### src/rtl/bram_sum_loader.sv
// bram_sum_loader: walks NUM_WORDS addresses of two ROM BRAMs and writes douta+doutb per address into a FIFO.
// Defining BRAM_SUM_SAT_EN makes the sum saturate at 2**OUT_W-1 instead of wrapping.
module bram_sum_loader #(
    parameter int ADDR_W    = 4,
    parameter int A_W       = 4,
    parameter int B_W       = 5,
    parameter int OUT_W     = 5,
    parameter int NUM_WORDS = 10,
    parameter int BRAM_LAT  = 1
) (
    input  logic              fclk,
    input  logic              reset,
    input  logic              start,
    output logic [ADDR_W-1:0] addr,
    input  logic [A_W-1:0]    douta,
    input  logic [B_W-1:0]    doutb,
    output logic [OUT_W-1:0]  fifo_din,
    output logic              fifo_wr_en,
    input  logic              fifo_full,
    output logic              busy,
    output logic              done,
    output logic              ovf
);
    localparam int SUM_W = (A_W > B_W ? A_W : B_W) + 1;
    localparam int CMP_W = SUM_W > OUT_W ? SUM_W : OUT_W + 1;
    localparam int CNT_W = $clog2(BRAM_LAT + 1);

    typedef enum logic [2:0] {S_IDLE, S_ISSUE, S_WAIT, S_WRITE, S_DONE} state_t;

    state_t            r_state, w_state_nxt;
    logic [ADDR_W-1:0] r_addr, w_addr_nxt;
    logic [OUT_W-1:0]  r_din, w_din_nxt, w_red;
    logic              r_ovf, w_ovf_nxt, w_sum_ovf;
    logic [CNT_W-1:0]  r_wait, w_wait_nxt;
    logic [CMP_W-1:0]  w_sum;

    // Sum is at least one bit wider than the output so overflow is always visible.
    assign w_sum     = CMP_W'(douta) + CMP_W'(doutb);
    assign w_sum_ovf = |(w_sum >> OUT_W);
`ifdef BRAM_SUM_SAT_EN
    assign w_red = w_sum_ovf ? '1 : w_sum[OUT_W-1:0];
`else
    assign w_red = w_sum[OUT_W-1:0];
`endif

    assign addr       = r_addr;
    assign fifo_din   = r_din;
    assign ovf        = r_ovf;
    assign fifo_wr_en = (r_state == S_WRITE) && !fifo_full;
    assign busy       = (r_state == S_ISSUE) || (r_state == S_WAIT) || (r_state == S_WRITE);
    assign done       = (r_state == S_DONE);

    always_ff @(posedge fclk) begin
        if (!reset) begin
            r_state <= S_IDLE;
            r_addr  <= '0;
            r_din   <= '0;
            r_ovf   <= 1'b0;
            r_wait  <= '0;
        end else begin
            r_state <= w_state_nxt;
            r_addr  <= w_addr_nxt;
            r_din   <= w_din_nxt;
            r_ovf   <= w_ovf_nxt;
            r_wait  <= w_wait_nxt;
        end
    end

    always_comb begin
        w_state_nxt = r_state;
        w_addr_nxt  = r_addr;
        w_din_nxt   = r_din;
        w_ovf_nxt   = r_ovf;
        w_wait_nxt  = r_wait;
        case (r_state)
            S_IDLE: begin
                if (start) begin
                    w_addr_nxt  = '0;
                    w_ovf_nxt   = 1'b0;
                    w_state_nxt = S_ISSUE;
                end
            end
            S_ISSUE: begin
                w_wait_nxt  = CNT_W'(BRAM_LAT);
                w_state_nxt = S_WAIT;
            end
            S_WAIT: begin
                if (r_wait == CNT_W'(1)) begin
                    w_din_nxt   = w_red;
                    w_ovf_nxt   = r_ovf | w_sum_ovf;
                    w_state_nxt = S_WRITE;
                end else begin
                    w_wait_nxt = r_wait - CNT_W'(1);
                end
            end
            S_WRITE: begin
                if (!fifo_full) begin
                    if (r_addr == ADDR_W'(NUM_WORDS - 1)) begin
                        w_state_nxt = S_DONE;
                    end else begin
                        w_addr_nxt  = r_addr + ADDR_W'(1);
                        w_state_nxt = S_ISSUE;
                    end
                end
            end
            S_DONE: begin
                w_addr_nxt  = '0;
                w_state_nxt = S_IDLE;
            end
            default: w_state_nxt = S_IDLE;
        endcase
    end
endmodule

### config.mk
export PLATFORM = sky130hd
export DESIGN_NAME = bram_sum_loader
export DESIGN_NICKNAME = d
export VERILOG_FILES = /design/src/rtl/bram_sum_loader.sv
export SDC_FILE = /design/constraint.sdc
export NUM_CORES = 1
export LEC_CHECK = 0
export ABC_AREA = 1
export ABC_CLOCK_PERIOD_IN_PS = 1750
export CORE_AREA = 3 3 59 61
export DETAILED_ROUTE_END_ITERATION = 12
export DIE_AREA = 0 0 62 64
export GPL_TIMING_DRIVEN = 0
export PLACE_DENSITY = 0.57
export SETUP_SLACK_MARGIN = 0.3
export SYNTH_ARGS = -nofsm -noshare
export SYNTH_HDL_FRONTEND = slang
export SYNTH_SLANG_ARGS = --single-unit
### constraint.sdc
create_clock -name fclk -period 1.75 [get_ports fclk]
set_input_delay 0.35 -clock fclk [delete_from_list [all_inputs] [get_ports fclk]]
set_output_delay 0.35 -clock fclk [all_outputs]
set_load 0.1 [all_outputs]
==> metrics.cfg, run 1 <==
[synthesis]
synth_cells=125
synth_nets=145
ys_seq_area_frac=0.3195
synth_top_area_frac=0.3195
ys_ff_latch=14
ys_warn_count=0
yosysTopAreaCell=dfxtp_1
syn_area_um2=877.1
netlist_top_cells_area=dfxtp_1, nand2_1, ha_1
avgSynthCellArea_um2=7.017
synth.distinct_cells=25

[worst_setup_path]
cp-end-kind=output port
crit_end=fifo_wr_en
cp.arrival_ns=1.17
reg2reg_depth=8
r2r_slack_ns=0.37
r2r_start=r_state[1]
start_kind=flop
reg2reg_to=addr[1]
crit_start=r_state[0]
crit_type=reg -> out
worstPathRequired_ns=1.40
cp_max_fo=5

[finish]
diodes=0
multi_input_area_um2=635.6
nets=189
final_area_um2=1449
syn2layout_area_growth_pct=65.19
drive_gt1_frac=0.4107
register_area_um2=301.5
fillCellCount=309

[timing]
finalHoldViolCount=0
max_slew.worst_pin.slew_ns=0.4874
skew_ns=0.006759
rsz0062_at_grt=true
layout_min_cycle_time_ns=1.524
period_share=0.8710
fmax_mhz=656.1
whs_ns=0.4609
final_max_slew_viol_count=0
slew_headroom=0.6773
setup_viol=0
setup_tns_ns=0

[global_routing]
grt_pass1_wl_um=4008
grt_pass1_vias=904
grt_max_degree=10
overflow=0
gr-usage-all-layers=0.1323
antenna_found_initial=0

[place]
place_hpwl_um=1748
place.gp.congestion=0.8340
io_buffers=25
placed_area_um2=1229

[floorplanning]
core-area_um2=3028
dieHeight_um=64
dieArea_um2=3968
die_w_um=62
rows=20
start_util=0.2897
io_pins=26

[clock_tree]
clk_path_buf_depth=2
cts-root-buf=clkbuf_4
cts.sinks=14
cts_hold_buf=0
htree_levels=1
clk_latency_ns=0.27
path_clk_slew_ns=0.10
cts_buffers=3
cts_tree=built

[route]
drc_errors=0
ant_nets=0
firstDrtPassIters=4
wl_per_cell_um=11.70
wl_um=2481
first_iter_violations=24
vias=984
viasPerCell=4.642

[outcome]
outcome=completed

[pwr]
irDropWorstVdd_uv=764.7
p_per_area_nw_per_um2=1663
leakage_nw=0.6512

[run]
drv_cap=0

[hold_path]
min_path_type=in -> reg

## power breakdown
part / switching (mW) / total (mW) / internal (mW) / leakage, nW
registers: 0.101 / 0.531 / 0.429 / 0.119
logic: 1.08 / 1.64 / 0.561 / 0.512
clock network: 0.110 / 0.236 / 0.126 / 0.0210
total: 1.29 / 2.41 / 1.12 / 0.651
## layer usage
metal | wire, µm | up-vias | GRT usage
met1 | 1069 | 470 | 0.1640
li1 | - | 495 | -
met2 | 1311 | 15 | 0.2163
met5 | 0 | - | 0
met3 | 62 | 4 | 0.02626
met4 | 37 | 0 | 0.05305
## stage by stage
step	total power [mW]	setup slack, ns	util	std cells
final	2.410	0.2258	0.4785	212
after detailed placement	1.842	-0.6610	0.4058	194
after global routing	2.562	0.1747	0.4785	212
after floorplan	1.562	0.1570	-	125
after global placement	1.829	-0.6653	0.4058	194
after CTS	2.218	0.2051	0.4409	205
## registers in the layout (all words and copies together), names as in the netlist
signal / flops
fifo_din: 5
r_wait: 1
ovf: 1
r_state: 3
addr: 4
## critical path: stages (launching register included)
cell     delay [ns]
dfxtp_4        0.40
buf_4          0.13
nand3_4        0.08
nor2_4         0.11
buf_12         0.18
## synthesized netlist by cell type (all sizes together)
library cell  count
nor2             18
xnor2             1
a21o              1
a211oi            1
ha                6
nor3              2
inv              18
o21ai             6
nand2            32
dfxtp            14
nor4              1
xor2              1
a21oi            11
nand4             3
nand3b            1
fa                1
nand3             8
## what timing repair did
| item | CTS | global route |
|---|---|---|
| resized for setup | 99 | 18 |
| pin swaps | 7 | 9 |
| buffers inserted | 7 | 7 |
| endpoints found under the setup margin | 16 | 12 |
## area by class of cell
type | count | share of cell area
clock buffer | 4 | 0.02504
inverter | 18 | 0.05009
multi-input combinational | 93 | 0.4387
sequential | 14 | 0.2081
tap | 44 | 0.03800
timing repair buffer | 39 | 0.2401
## cell families after synthesis
| group | Yosys count | synth area share |
|---|---|---|
| xor gates and xnor gates | 2 | 0.01998 |
| AOI/OAI and AO/OA | 19 | 0.1184 |
| adders and majority gates | 7 | 0.1084 |
| DFF | 14 | 0.3195 |
| buffers and inverters | 18 | 0.07703 |
| and+or+nand+nor | 65 | 0.3566 |
## worst min-delay path by stage
stage	slack (ns)	start	depth (start not counted)	end
floorplan	0.48	reset	2	r_state[1]
global placement	0.44	ovf	2	ovf
detailed placement	0.45	ovf	2	ovf
CTS	0.47	ovf	2	ovf
global route	0.47	douta[0]	4	fifo_din[0]
finish	0.46	douta[0]	4	fifo_din[0]
## placed cells by master (no fill, tap or decap), drive strengths merged, types with 2 or more instances in the layout
cell,instances
buf,22
dlygate4sd2,3
ha,6
nand2,32
clkbuf,10
inv,18
o21ai,6
nor3,2
clkdlybuf4s50,6
a21oi,11
dfxtp,14
nand3,8
nor2,18
nand4,3
Note: power is estimated with default switching activity, not from simulation.
==> run 2: changes to the inputs <==
ABC_CLOCK_PERIOD_IN_PS = 1500   (was 1750)
REMOVE_ABC_BUFFERS = 1   (was not set)
clock period = 1.5 ns   (was 1.75 ns; I/O delays follow)
==> metrics.cfg, run 2 (synthesis results as in run 1) <==
[pwr]
irDropWorstVdd_uv=727.5
finalPower_mw=3.321
p_clk_frac=0.086
leakage_nw=0.7375
p_comb_frac=0.717
power_frac_seq=0.197
p_int_mw=1.633
p_per_area_nw_per_um2=1918
switchingPower_mw=1.688
swShare=0.5082

[hold_path]
hold_path_end=fifo_din[0]
hold_start=douta[0]
min_path_type=in -> reg
whs_path_depth=4

[worst_setup_path]
reg2reg_to=addr[0]
cpMaxStageDelayCell=dfxtp_4
crit_type=reg -> out
r2r_slack_ns=0.06
crit_family=flip-flops
critPathMostFrequentCell=nor2_4
cp_max_fo=4
reg2reg_depth=8
r2r_start=r_state[2]
cp-end-kind=output port
cp_slowest_stage_delay_ns=0.41
crit_buf_inv=2
worstPathRequired_ns=1.20
path_cells=nor2_4 > buf_4 > nor2_4 > buf_12
start_kind=flop
cp.arrival_ns=1.16

[finish]
diodes=0
mostFrequentLayoutCell=nand2_1
drive_gt1_frac=0.5114
syn2layout_area_growth_pct=97.43
final_area_um2=1732
layout_common_cells=nand2_1, buf_12, buf_4
final_util=0.5719
largest_register_ffs=5
nets=197

[timing]
layout_min_cycle_time_ns=1.464
slew_headroom=0.7502
finalHoldViolCount=0
period_share=0.9761
whs_ns=0.3811
setup_viol=0
skew_ns=0.003554
rsz0062_at_grt=true
fmax_mhz=683.0
final_max_slew_viol_count=0
max_slew.worst_pin.slew_ns=0.3747
timing.final.ws_setup_ns=0.03584

[global_routing]
antenna_found_initial=0
grt_max_degree=9
grt_pass1_vias=979
gr-usage-all-layers=0.1492
overflow=0
grt_pass1_wl_um=4471

[route]
wl_um=2846
vias=1031
viasPerCell=4.686
wl_per_cell_um=12.94
ant_nets=0
drc_errors=0
first_iter_violations=33
firstDrtPassIters=4

[clock_tree]
clk_latency_ns=0.29
path_clk_slew_ns=0.09
cts_hold_buf=0
cts_tree=built
cts-root-buf=clkbuf_4
htree_levels=1
cts_buffers=3
clk_path_buf_depth=2
cts.sinks=14

[place]
io_buffers=25
place_hpwl_um=1641
dp_slack_ns=-0.7677
place.gp.congestion=0.9092
placed_area_um2=1182

[floorplanning]
core-area_um2=3028
dieHeight_um=64
rows=20
io_pins=26
dieArea_um2=3968
start_util=0.2897
die_w_um=62

[outcome]
outcome=completed

[run]
drv_cap=0

-- run 2: changes by cell type in the layout (fill, tap and decap cells not counted), sizes merged --
cell           previous run  this run
clkdlybuf4s50             6         3
clkdlybuf4s15             1         0
dlygate4sd2               3         7
dlymetal6s2s              1         0
clkbuf                   10         4
buf                      22        37
-- run 2: per-layer routing --
layer / wire length (µm) / part of all wire / GRT usage / vias up
met5: 0 / 0 / 0 / -
met4: 80 / 0.028 / 0.06631 / 0
met3: 122 / 0.043 / 0.03434 / 8
met2: 1481 / 0.52 / 0.2396 / 31
met1: 1162 / 0.41 / 0.1829 / 482
li1: - / - / - / 510
-- run 2: area by class of cell --
| cell class | count | area [µm²] |
|---|---|---|
| multi-input combinational | 93 | 691.9 |
| inverter | 18 | 72.57 |
| timing repair buffer | 47 | 564.3 |
| tap | 44 | 55.05 |
| sequential | 14 | 311.5 |
| fill | 269 | 1296 |
| clock buffer | 4 | 36.28 |
-- run 2: worst register-to-register path: stages, from the launching register on --
cell	delay [ns]
dfxtp_4	0.36
inv_4	0.08
buf_6	0.13
nand4_1	0.25
nand2_4	0.23
inv_2	0.06
nand2_4	0.08
nand2_1	0.06
a21oi_2	0.11
-- run 2: per-stage QoR --
stage	setup TNS, ns	std cells
2_1_floorplan	-4.459	125
3_3_place_gp	-6.427	194
3_5_place_dp	-6.603	194
4_1_cts	0	216
5_1_grt	-0.1118	220
6_report	0	220
-- run 2: timing repair --
action / 4_1_cts / 5_1_grt
gates resized for setup: 158 / 40
buffers inserted: 18 / 4
pin swaps: 14 / 9
setup endpoints to repair: 24 / 26
-- run 2: worst max path at each step --
stage          startpoint          to  slack [ns]  cells past startpoint
2_1_floorplan  r_state[1]        done       -0.69                      3
3_3_place_gp    fifo_full  fifo_wr_en       -0.77                      3
3_5_place_dp    fifo_full  fifo_wr_en       -0.77                      3
4_1_cts        r_state[0]        done        0.06                      4
5_1_grt        r_state[2]     addr[2]       -0.04                      8
6_report       r_state[0]        busy        0.04                      4
-- run 2: power groups by stage --
stage	registers (mW)	clock network (mW)	logic, mW
CTS	0.617	0.289	2.06
detailed placement	0.584	0	1.49
global placement	0.575	0	1.49
floorplan	0.968	0	0.779
global route	0.676	0.309	2.51
finish	0.655	0.285	2.38
==> run 3: changes to the inputs <==
SKIP_LAST_GASP = 1   (was not set)
==> metrics.cfg, run 3 (synthesis results as in run 1) <==
[finish]
mostFrequentLayoutCell=nand2_1
drive_gt1_frac=0.4830
syn2layout_area_growth_pct=93.58
largest_register_ffs=5
layout_common_cells=nand2_1, buf_4, buf_12
diodes=0
nets=197
final_util=0.5607
fillCellCount=278
fin_cells=220

[hold_path]
min_path_type=in -> reg
hold_start=douta[0]
whs_path_depth=4

[pwr]
p_per_area_nw_per_um2=1912
leakage_nw=0.7296
irDropWorstVdd_uv=730.5

[timing]
max_slew.worst_pin.slew_ns=0.3431
final_max_slew_viol_count=0
setup_tns_ns=0
finalHoldViolCount=0
rsz0062_at_grt=true
fmax_mhz=683.5
layout_min_cycle_time_ns=1.463
slew_headroom=0.7713
setup_viol=0
skew_ns=0.002238
period_share=0.9753
timing.final.ws_setup_ns=0.03698
whs_ns=0.3807

[route]
wl_per_cell_um=12.80
vias=1033
first_iter_violations=52
drc_errors=0
viasPerCell=4.695
firstDrtPassIters=4
wl_um=2817
ant_nets=0

[global_routing]
grt_pass1_wl_um=4471
grt_max_degree=9
gr-usage-all-layers=0.1492
antenna_found_initial=0
grt_pass1_vias=979
overflow=0

[worst_setup_path]
cp.arrival_ns=1.16
cp-end-kind=output port
crit_type=reg -> out
r2r_start=r_state[0]
crit_start=r_state[0]
cp_max_fo=4
r2r_slack_ns=0.12
crit_end=busy
start_kind=flop
reg2reg_to=ovf
worstPathRequired_ns=1.20
reg2reg_depth=9

[clock_tree]
htree_levels=1
cts_tree=built
cts.sinks=14
clk_path_buf_depth=2
cts_hold_buf=0
cts_buffers=3
clk_latency_ns=0.29
cts-root-buf=clkbuf_4
path_clk_slew_ns=0.09

[floorplanning]
rows=20
io_pins=26
die_w_um=62
dieArea_um2=3968
start_util=0.2897
core-area_um2=3028
dieHeight_um=64

[place]
place.gp.congestion=0.9092
io_buffers=25
place_hpwl_um=1641
place_inst=194
dp_slack_ns=-0.7677

[outcome]
outcome=completed

[run]
drv_cap=0

==> run 3: cell counts in the layout (fill, tap and decap cells not counted) <==
Identical to the previous run, type by type.
==> run 3: how the worst min path moves through the flow <==
stage / end
5_1_grt: fifo_din[0]
3_3_place_gp: ovf
6_report: fifo_din[0]
3_5_place_dp: ovf
2_1_floorplan: r_state[1]
4_1_cts: fifo_din[0]
==> run 3: layout make-up <==
type	count	area, µm²	share of cell area
Multi-Input combinational cell	93	669.4	0.3943
Inverter	18	72.57	0.04274
Clock buffer	4	36.28	0.02137
Tap cell	44	55.05	0.03242
Sequential cell	14	311.5	0.1835
Timing Repair Buffer	47	553.0	0.3257
==> run 3: what timing repair did <==
| action | in CTS | in global routing |
|---|---|---|
| pin swaps | 14 | 8 |
| setup buffers | 18 | 4 |
| gates resized for setup | 158 | 31 |
| endpoints found under the hold margin | 0 | 0 |
| setup endpoints to repair | 24 | 26 |
| cloned | 0 | 0 |
==> run 3: metrics by stage <==
step                      cell area (µm²)  power (mW)
after floorplan                     877.1       1.747
after global placement               1182       2.061
after detailed placement             1182       2.077
after CTS                            1563       2.964
after global routing                 1698       3.431
final                                1698       3.247
==> run 3: where the power goes <==
| part | leakage, nW | internal [mW] | switching, mW |
|---|---|---|---|
| Sequential | 0.121 | 0.502 | 0.151 |
| Clock | 0.0210 | 0.148 | 0.134 |
| Combinational | 0.587 | 0.944 | 1.37 |
==> run 3: worst max-delay path, cell delays in order, from the launching register on <==
cell and delay, ns:
dfxtp_4 0.41, nor2_4 0.05, buf_4 0.14, nor2_4 0.09
buf_12 0.18
==> run 3: per-layer routing <==
| metal | vias up | global-route usage | part of all wire |
|---|---|---|---|
| met2 | 27 | 0.2396 | 0.52 |
| met5 | - | 0 | 0 |
| met1 | 483 | 0.1829 | 0.43 |
| li1 | 515 | - | - |
| met4 | 0 | 0.06631 | 0.024 |
| met3 | 8 | 0.03434 | 0.035 |
